## src/rtl/mealy_rit_pkg.sv

```systemverilog
// Shared definitions for the delayed Mealy sequence recognizer.
package mealy_rit_pkg;

    localparam int N_DEF      = 4;
    localparam int K_DEF      = 3;
    localparam int CW_DEF     = 8;
    localparam int STAR_W_DEF = $clog2(K_DEF);

    // Classification of one clock edge as seen by the detector.
    typedef enum logic [1:0] {
        EV_HOLD    = 2'd0,
        EV_ADVANCE = 2'd1,
        EV_MATCH   = 2'd2
    } step_ev_t;

    // Width of the prefix-match state for a sequence of length k.
    function automatic int star_w(input int k);
        return (k < 2) ? 1 : $clog2(k);
    endfunction

    // Saturating increment of a w-bit counter held in the low bits of v.
    function automatic logic [31:0] sat_inc(input logic [31:0] v, input int unsigned w);
        logic [31:0] max_v;
        max_v = (w >= 32) ? 32'hFFFF_FFFF : ((32'd1 << w) - 32'd1);
        return (v == max_v) ? v : v + 32'd1;
    endfunction

endpackage

```

## src/rtl/mealy_seq_detector_rit_prefix_match.sv

```systemverilog
// Combinational suffix/prefix matcher: finds the longest pattern prefix that
// ends at the incoming symbol, bounded by the current state plus one.
module prefix_match
    import mealy_rit_pkg::*;
#(
    parameter int N  = N_DEF,
    parameter int K  = K_DEF,
    parameter int SW = star_w(K),
    parameter int JW = $clog2(K + 1)
) (
    input  logic [(K-1)*N-1:0] i_hist,
    input  logic [N-1:0]       i_x,
    input  logic [K*N-1:0]     i_pattern,
    input  logic [SW-1:0]      i_star,
    output logic [JW-1:0]      o_j_next,
    output logic               o_match,
    output logic [SW-1:0]      o_j_fallback
);

    // w_win[0] is the incoming symbol, w_win[m] the symbol m accepts ago.
    logic [N-1:0] w_win [K];
    logic [K:1]   w_ok;

    // Build the window of the most recent K symbols, newest first.
    always_comb begin
        w_win[0] = i_x;
        for (int m = 1; m < K; m++) begin
            w_win[m] = i_hist[(m-1)*N +: N];
        end
    end

    // w_ok[j]: the last j symbols equal pattern symbols 0..j-1.
    always_comb begin
        w_ok = '0;
        for (int j = 1; j <= K; j++) begin
            w_ok[j] = 1'b1;
            for (int m = 0; m < j; m++) begin
                if (w_win[m] != i_pattern[(j-1-m)*N +: N]) begin
                    w_ok[j] = 1'b0;
                end
            end
        end
    end

    // Pick the largest admissible length; j <= star+1 keeps stale history out.
    always_comb begin
        o_j_next     = '0;
        o_j_fallback = '0;
        for (int j = 1; j <= K; j++) begin
            if (w_ok[j] && (j <= int'(i_star) + 1)) begin
                o_j_next = JW'(j);
            end
            if (w_ok[j] && (j < K)) begin
                o_j_fallback = SW'(j);
            end
        end
    end

    assign o_match = (int'(o_j_next) == K);

endmodule

```

## src/rtl/mealy_seq_detector_rit.sv

```systemverilog
// Delayed Mealy sequence recognizer with overlap control, input qualifier
// and saturating match counter. Outputs come straight from registers.
//
//   r_star | meaning
//   -------+---------------------------------------------------------
//   0      | no pattern prefix matches the recent accepted symbols
//   1..K-1 | the last r_star accepted symbols equal pattern[0..r_star-1]
module mealy_seq_detector_rit
    import mealy_rit_pkg::*;
#(
    parameter int N  = N_DEF,
    parameter int K  = K_DEF,
    parameter int CW = CW_DEF
) (
    input  logic           clock,
    input  logic           reset,
    input  logic [N-1:0]   x,
    input  logic           x_valid,
    input  logic [K*N-1:0] pattern,
    input  logic           overlap,
    output logic           z,
    output logic [CW-1:0]  match_count
);

    localparam int SW = star_w(K);
    localparam int JW = $clog2(K + 1);
    localparam int HW = (K - 1) * N;

    logic [SW-1:0] r_star;
    logic [HW-1:0] r_hist;
    logic          r_z;
    logic [CW-1:0] r_cnt;

    logic [JW-1:0] w_j_next;
    logic          w_match;
    logic [SW-1:0] w_j_fb;
    step_ev_t      w_ev;
    logic [SW-1:0] w_star_nxt;
    logic [HW-1:0] w_hist_nxt;
    logic          w_z_nxt;
    logic [CW-1:0] w_cnt_nxt;

    prefix_match #(
        .N  (N),
        .K  (K),
        .SW (SW),
        .JW (JW)
    ) u_prefix_match (
        .i_hist       (r_hist),
        .i_x          (x),
        .i_pattern    (pattern),
        .i_star       (r_star),
        .o_j_next     (w_j_next),
        .o_match      (w_match),
        .o_j_fallback (w_j_fb)
    );

    // Classify this edge: idle, ordinary advance, or completed match.
    always_comb begin
        w_ev = EV_HOLD;
        if (x_valid) begin
            w_ev = w_match ? EV_MATCH : EV_ADVANCE;
        end
    end

    // Next-state and registered-output values for the edge class.
    always_comb begin
        w_star_nxt = r_star;
        w_hist_nxt = r_hist;
        w_z_nxt    = 1'b0;
        w_cnt_nxt  = r_cnt;
        case (w_ev)
            EV_ADVANCE: begin
                w_star_nxt = w_j_next[SW-1:0];
                w_hist_nxt = (r_hist << N) | HW'(x);
            end
            EV_MATCH: begin
                w_star_nxt = overlap ? w_j_fb : '0;
                w_hist_nxt = (r_hist << N) | HW'(x);
                w_z_nxt    = 1'b1;
                w_cnt_nxt  = CW'(sat_inc(32'(r_cnt), CW));
            end
            default: ;
        endcase
    end

    // State and output registers; history is left unreset since the
    // star+1 bound never lets stale entries influence a match.
    always_ff @(posedge clock) begin
        if (reset) begin
            r_star <= '0;
            r_z    <= 1'b0;
            r_cnt  <= '0;
        end else begin
            r_star <= w_star_nxt;
            r_hist <= w_hist_nxt;
            r_z    <= w_z_nxt;
            r_cnt  <= w_cnt_nxt;
        end
    end

    assign z           = r_z;
    assign match_count = r_cnt;

endmodule

```

## config.mk

```make
export PLATFORM = sky130hd
export DESIGN_NAME = mealy_seq_detector_rit
export DESIGN_NICKNAME = d
export VERILOG_FILES = /design/src/rtl/mealy_rit_pkg.sv /design/src/rtl/mealy_seq_detector_rit_prefix_match.sv /design/src/rtl/mealy_seq_detector_rit.sv
export SDC_FILE = /design/constraint.sdc
export NUM_CORES = 1
export LEC_CHECK = 0
export BUFFER_PORTS_ARGS = -buffer_cell sky130_fd_sc_hd__buf_2
export CORE_MARGIN = 1.5
export CORE_UTILIZATION = 55
export CTS_BUF_LIST = sky130_fd_sc_hd__clkbuf_2
export CTS_CLUSTER_DIAMETER = 80
export DETAILED_ROUTE_END_ITERATION = 8
export PLACE_DENSITY = 0.92
export SYNTH_ARGS = -nofsm -noshare
export SYNTH_HDL_FRONTEND = slang
export SYNTH_HIERARCHICAL = 1
export SYNTH_SLANG_ARGS = --single-unit
```

## constraint.sdc

```tcl
create_clock -name clock -period 3.9 [get_ports clock]
set_clock_uncertainty 0.15 [all_clocks]
set_input_delay 0.78 -clock clock [delete_from_list [all_inputs] [get_ports clock]]
set_output_delay 0.78 -clock clock [all_outputs]
set_load 0.005 [all_outputs]
```

* Word-level counts from Yosys, hierarchy flattened
Cells that the tools add are included.
Operators by class: add/subtract/negate cells 2, multiply operators 0, div/mod/pow operators 0, $lt $le $gt $ge 3, equal/unequal tests 10, shift-type cells 0, multiplexer cells 16, bitwise logic cells 3, reductions and logical operators 7
Operators with widths (count):
- $le 3x32->1 const A | 2
- $le 2x32->1 const A | 1
- $ne 4x4->1 | 6
- $mux 2 | 6
- $mux 1 | 9
- $add 8x1->8 const B | 1
- $eq 8x8->1 const B | 1
- $or 8x4->8 | 1
- $eq 2x1->1 const B | 2
- $pmux 2 s2 | 1
- $reduce_and 2->1 | 2
- $add 2x1->3 const B | 1
- $logic_and 1x1->1 | 3
- $eq 2x2->1 const B | 1
- $not 1->1 | 2
- $reduce_bool 2->1 | 1
- $reduce_or 2->1 | 1
Storage, ports and cells: register bits 19, bits in latches 0, RAM bits 0, ROM bits 0, output and inout port bits 9, logic and storage cells 45, memories 0

* Depth between registers and ports, before layout
depth after elaboration 12, mapped depth 7, mapped depth without buffers 7

* Hierarchy
The synthesis kept the hierarchy.
Modules (own cells, without submodules):
- mealy_seq_detector_rit | times used 1, cells each 69, area each 824.5 µm²
- prefix_match | times used 1, cells each 39, area each 301.5 µm²

* Worst setup path after synthesis
Ideal clock, no wire load.
path kind input-to-reg, from in x[1], to reg r_cnt[3] (netlist: match_count[3]), library setup time 121 ps, arrival 2371 ps, data required time 3629 ps, setup slack 1258 ps, stages 7, path through xnor2_1 -> nand3_1 -> or4_4 -> inv_1 -> nand4_2 -> a211oi_2 -> mux2_4
On the way: longest elaborated chain between the ends 11
Ends and longest elaborated chain:
- from (decl) | RTL line mealy_seq_detector_rit.sv:17 | input logic [N-1:0] x,
- $ne 4x4->1 | RTL line mealy_seq_detector_rit_prefix_match.sv:38 | if (w_win[m] != i_pattern[(j-1-m)*N +: N]) begin
- $mux 1 | RTL line mealy_seq_detector_rit_prefix_match.sv:38
- $logic_and 1x1->1 / $mux 1 (equally long branches) | RTL line mealy_seq_detector_rit_prefix_match.sv:50, mealy_seq_detector_rit_prefix_match.sv:38
- $mux 1 (tied with other cells) | RTL line mealy_seq_detector_rit_prefix_match.sv:50 | if (w_ok[j] && (j <= int'(i_star) + 1)) begin
- $mux 2 / $logic_and 1x1->1 (equally long branches) | RTL line mealy_seq_detector_rit_prefix_match.sv:50
- $mux 2 (*) | RTL line mealy_seq_detector_rit_prefix_match.sv:50
- $eq 2x1->1 (*) | RTL line mealy_seq_detector_rit_prefix_match.sv:59 | assign o_match = (int'(o_j_next) == K);
- via w_match | RTL line mealy_seq_detector_rit.sv:35 | logic w_match;
- $mux 2 (*) | RTL line mealy_seq_detector_rit.sv:62 | w_ev = w_match ? EV_MATCH : EV_ADVANCE;
- $mux 2 (*) | RTL line mealy_seq_detector_rit.sv:61 | if (x_valid) begin
- $eq 2x2->1 (*) | RTL line mealy_seq_detector_rit.sv:72 | case (w_ev)
- $reduce_and 2->1 (no line) (*)
- to (signal assigned) | RTL line mealy_seq_detector_rit.sv:98 | r_cnt <= w_cnt_nxt;
- to (decl) | RTL line mealy_seq_detector_rit.sv:32 | logic [CW-1:0] r_cnt;
The timed path passes the listed nets; every way through them passes the cells marked *. A chain may end at the register's enable or synchronous reset.

* Worst setup path after layout
from in x[3], to reg r_cnt[3] (netlist: match_count[3])
Same word-level chain as after synthesis.

==> metrics.yaml <==
status: "finished clean"
drc: 0
die_w_um: 48.3
setup_tns_ns: 0
htree_levels: 1
via_per_inst: 5.61
post-cts-setup-buffers: 0
drt-initial-drc-count: 18
n_antenna_cell: 0
routedWlPerCell_um: 13.8
period_share_pct: 68.3
startpoint_type: "input pin"
cts-hold-fix-buffers: 0
core_mm2: 0.00194
die_h_um: 48.3
drv_slew: 0
drive_gt1_share_pct: 31.2
grt_pass1_wl_mm: 3.29
row_count: 16
crit_type: "in2reg"
total_power_mw: 0.353
ir_drop_v: 0.000253
period_needed_ns: 2.66
num-fill-cells: 149
fmax_mhz: 376
area_delta_synth_final_pct: 16.4
yosysWarnings: 6
yosys_register_bits: 19
cp.arrival_ns: 2.71
ys_types: 35
clkLatencyLatePin_ns: 0.28
grt.total_usage_pct: 20.4
final-hold-violation-count: 0
grt_pass1_vias: 765
tightest_slew_ns: 0.739
yosysTopAreaCellShare_pct: 21.3
cts_root_buf: "clkbuf_2"
gp_congestion: 0.827
p_leak_nw: 0.499
ys_seq_area_share_pct: 40.9
grt_max_degree: 15
vias: 926
hpwl_mm: 1.80
yosys.area.top_type: "edfxtp_1"
io_buffers: 28
first_pass_iters: 4
syn_avg_cell_area_um2: 10.4
io_pins: 29
antenna_found_initial: 0
ant_nets: 0
critPathCaptureType: "flip-flop"
syn_inst: 108
cts_resized: 0
die-area_mm2: 0.00233
rsz0062_at_grt: "no"
routed_wl_mm: 2.28
cap_viol_max_count: 0
worstPathMaxFanout: 9
cts.sinks: 19
power_density_mw_per_mm2: 269
hp-class: "reg2reg"
cp.required_ns: 3.95
synth_nets: 129
synth_area_mm2: 0.00113
clk_pin_slew_ns: 0.17
fin_nets: 160
initial_core_util_pct: 58.0
gr-total-overflow: 0
post_synth_main_area_contributors: "edfxtp_1, dfxtp_1, xnor2_1"
cts_tree: "yes"
cts-root-to-sink-buffers: 2
cts_made_buffers: 3
slew-limit-headroom_pct: 50.6
finalSetupViolCount: 0
[report_power, final]
group / internal, mW / total [mW] / switching (mW)
Clock: 0.0272 / 0.0812 / 0.0540
Combinational: 0.0269 / 0.0540 / 0.0271
Sequential: 0.214 / 0.218 / 0.00441
Total: 0.268 / 0.353 / 0.0855
[routing by layer]
metal	vias to the layer above	part of all wire (%)	GRT usage (%)	routed length, um
met5	-	0	0	0
met4	0	2.3	7.03	52
met3	6	4.5	4.44	102
met2	34	47	28.7	1080
met1	429	46	30.6	1040
li1	457	-	-	-
[registers in the layout, indices dropped and copies added, names as in the netlist]
signal / count
match_count: 8
r_hist: 8
r_star: 2
z: 1
[cell usage in the layout, fill, tap and decap left out, types with 2 or more instances in the layout]
cell type   n
inv_1       3
edfxtp_1    8
nor2_1      9
nand4_1     5
mux2_4      2
and4b_1     2
dfxtp_1    11
nor2b_1     3
nor3_1      2
nand2b_1    2
buf_2      28
a211oi_1    2
a21oi_1     2
xnor2_1    23
nand3_1     4
nand2_1     5
and3_1      2
a211oi_2    2
a311oi_1    4
clkbuf_2    4
[logic make-up (layout without fill, tap and decap cells)]
group	Yosys count	count (layout)	synth area share, %
multiplexers	3	3	3.56
AO/OA/AOI/OAI	15	15	11.4
buffers and inverters	5	35	1.78
XOR/XNOR	24	24	19.3
adder cells (fa/ha/maj)	1	1	1.11
AND/OR/NAND/NOR	41	41	21.9
flip-flops	19	19	40.9
[per-stage QoR]
stage	cell area (um2)	util [%]	hold slack (ns)	instances	worst slack, ns
detailed placement	1290	66.5	0.366	161	0.944
floorplan	1130	-	0.327	108	1.26
global route	1310	67.5	0.428	165	1.18
CTS	1310	67.5	0.388	165	1.27
finish	1310	67.5	0.390	165	1.24
global placement	1290	66.5	0.338	161	1.01
[cells in the mapped netlist, drive strengths merged]
cell and n:
buf 1, xnor2 24, nand3 4, dfxtp 11, clkbuf 1, mux2 2
inv 3, and4b 2, nand4 6, and3 4, a31oi 1, a41oi 1
and4 2, o21ai 1, a21oi 3, edfxtp 8, nor2 9, a311oi 4
nor4 1, or4 1, ha 1, mux2i 1, nor3 2, nor2b 3
nand2 5, nand2b 2, o31ai 1, a211oi 4
[final timing paths]
check                  from              to  slack (ns)  depth (start not counted)
min reg2reg  match_count[1]  match_count[1]        0.39                          2
max                    x[3]  match_count[3]        1.24                          8
min          match_count[1]  match_count[1]        0.39                          2
max reg2reg       r_hist[2]  match_count[3]        1.42                          7
[cell type report]
cell class / instances / area (um2) / area share, %
clock buffer: 4 / 20.0 / 1.53
inverter: 3 / 11.3 / 0.859
multi-input combinational: 84 / 646 / 49.2
tap: 27 / 33.8 / 2.58
timing repair buffer: 28 / 140 / 10.7
sequential: 19 / 460 / 35.1
[worst max-delay path, cell delays in order]
cell and delay (ns):
buf_2 0.13, xnor2_1 0.18, nand4_1 0.11, or4_4 0.53
inv_1 0.22, nand4_2 0.17, a211oi_2 0.26, mux2_4 0.32
Note: power is estimated with default switching activity, not from simulation.
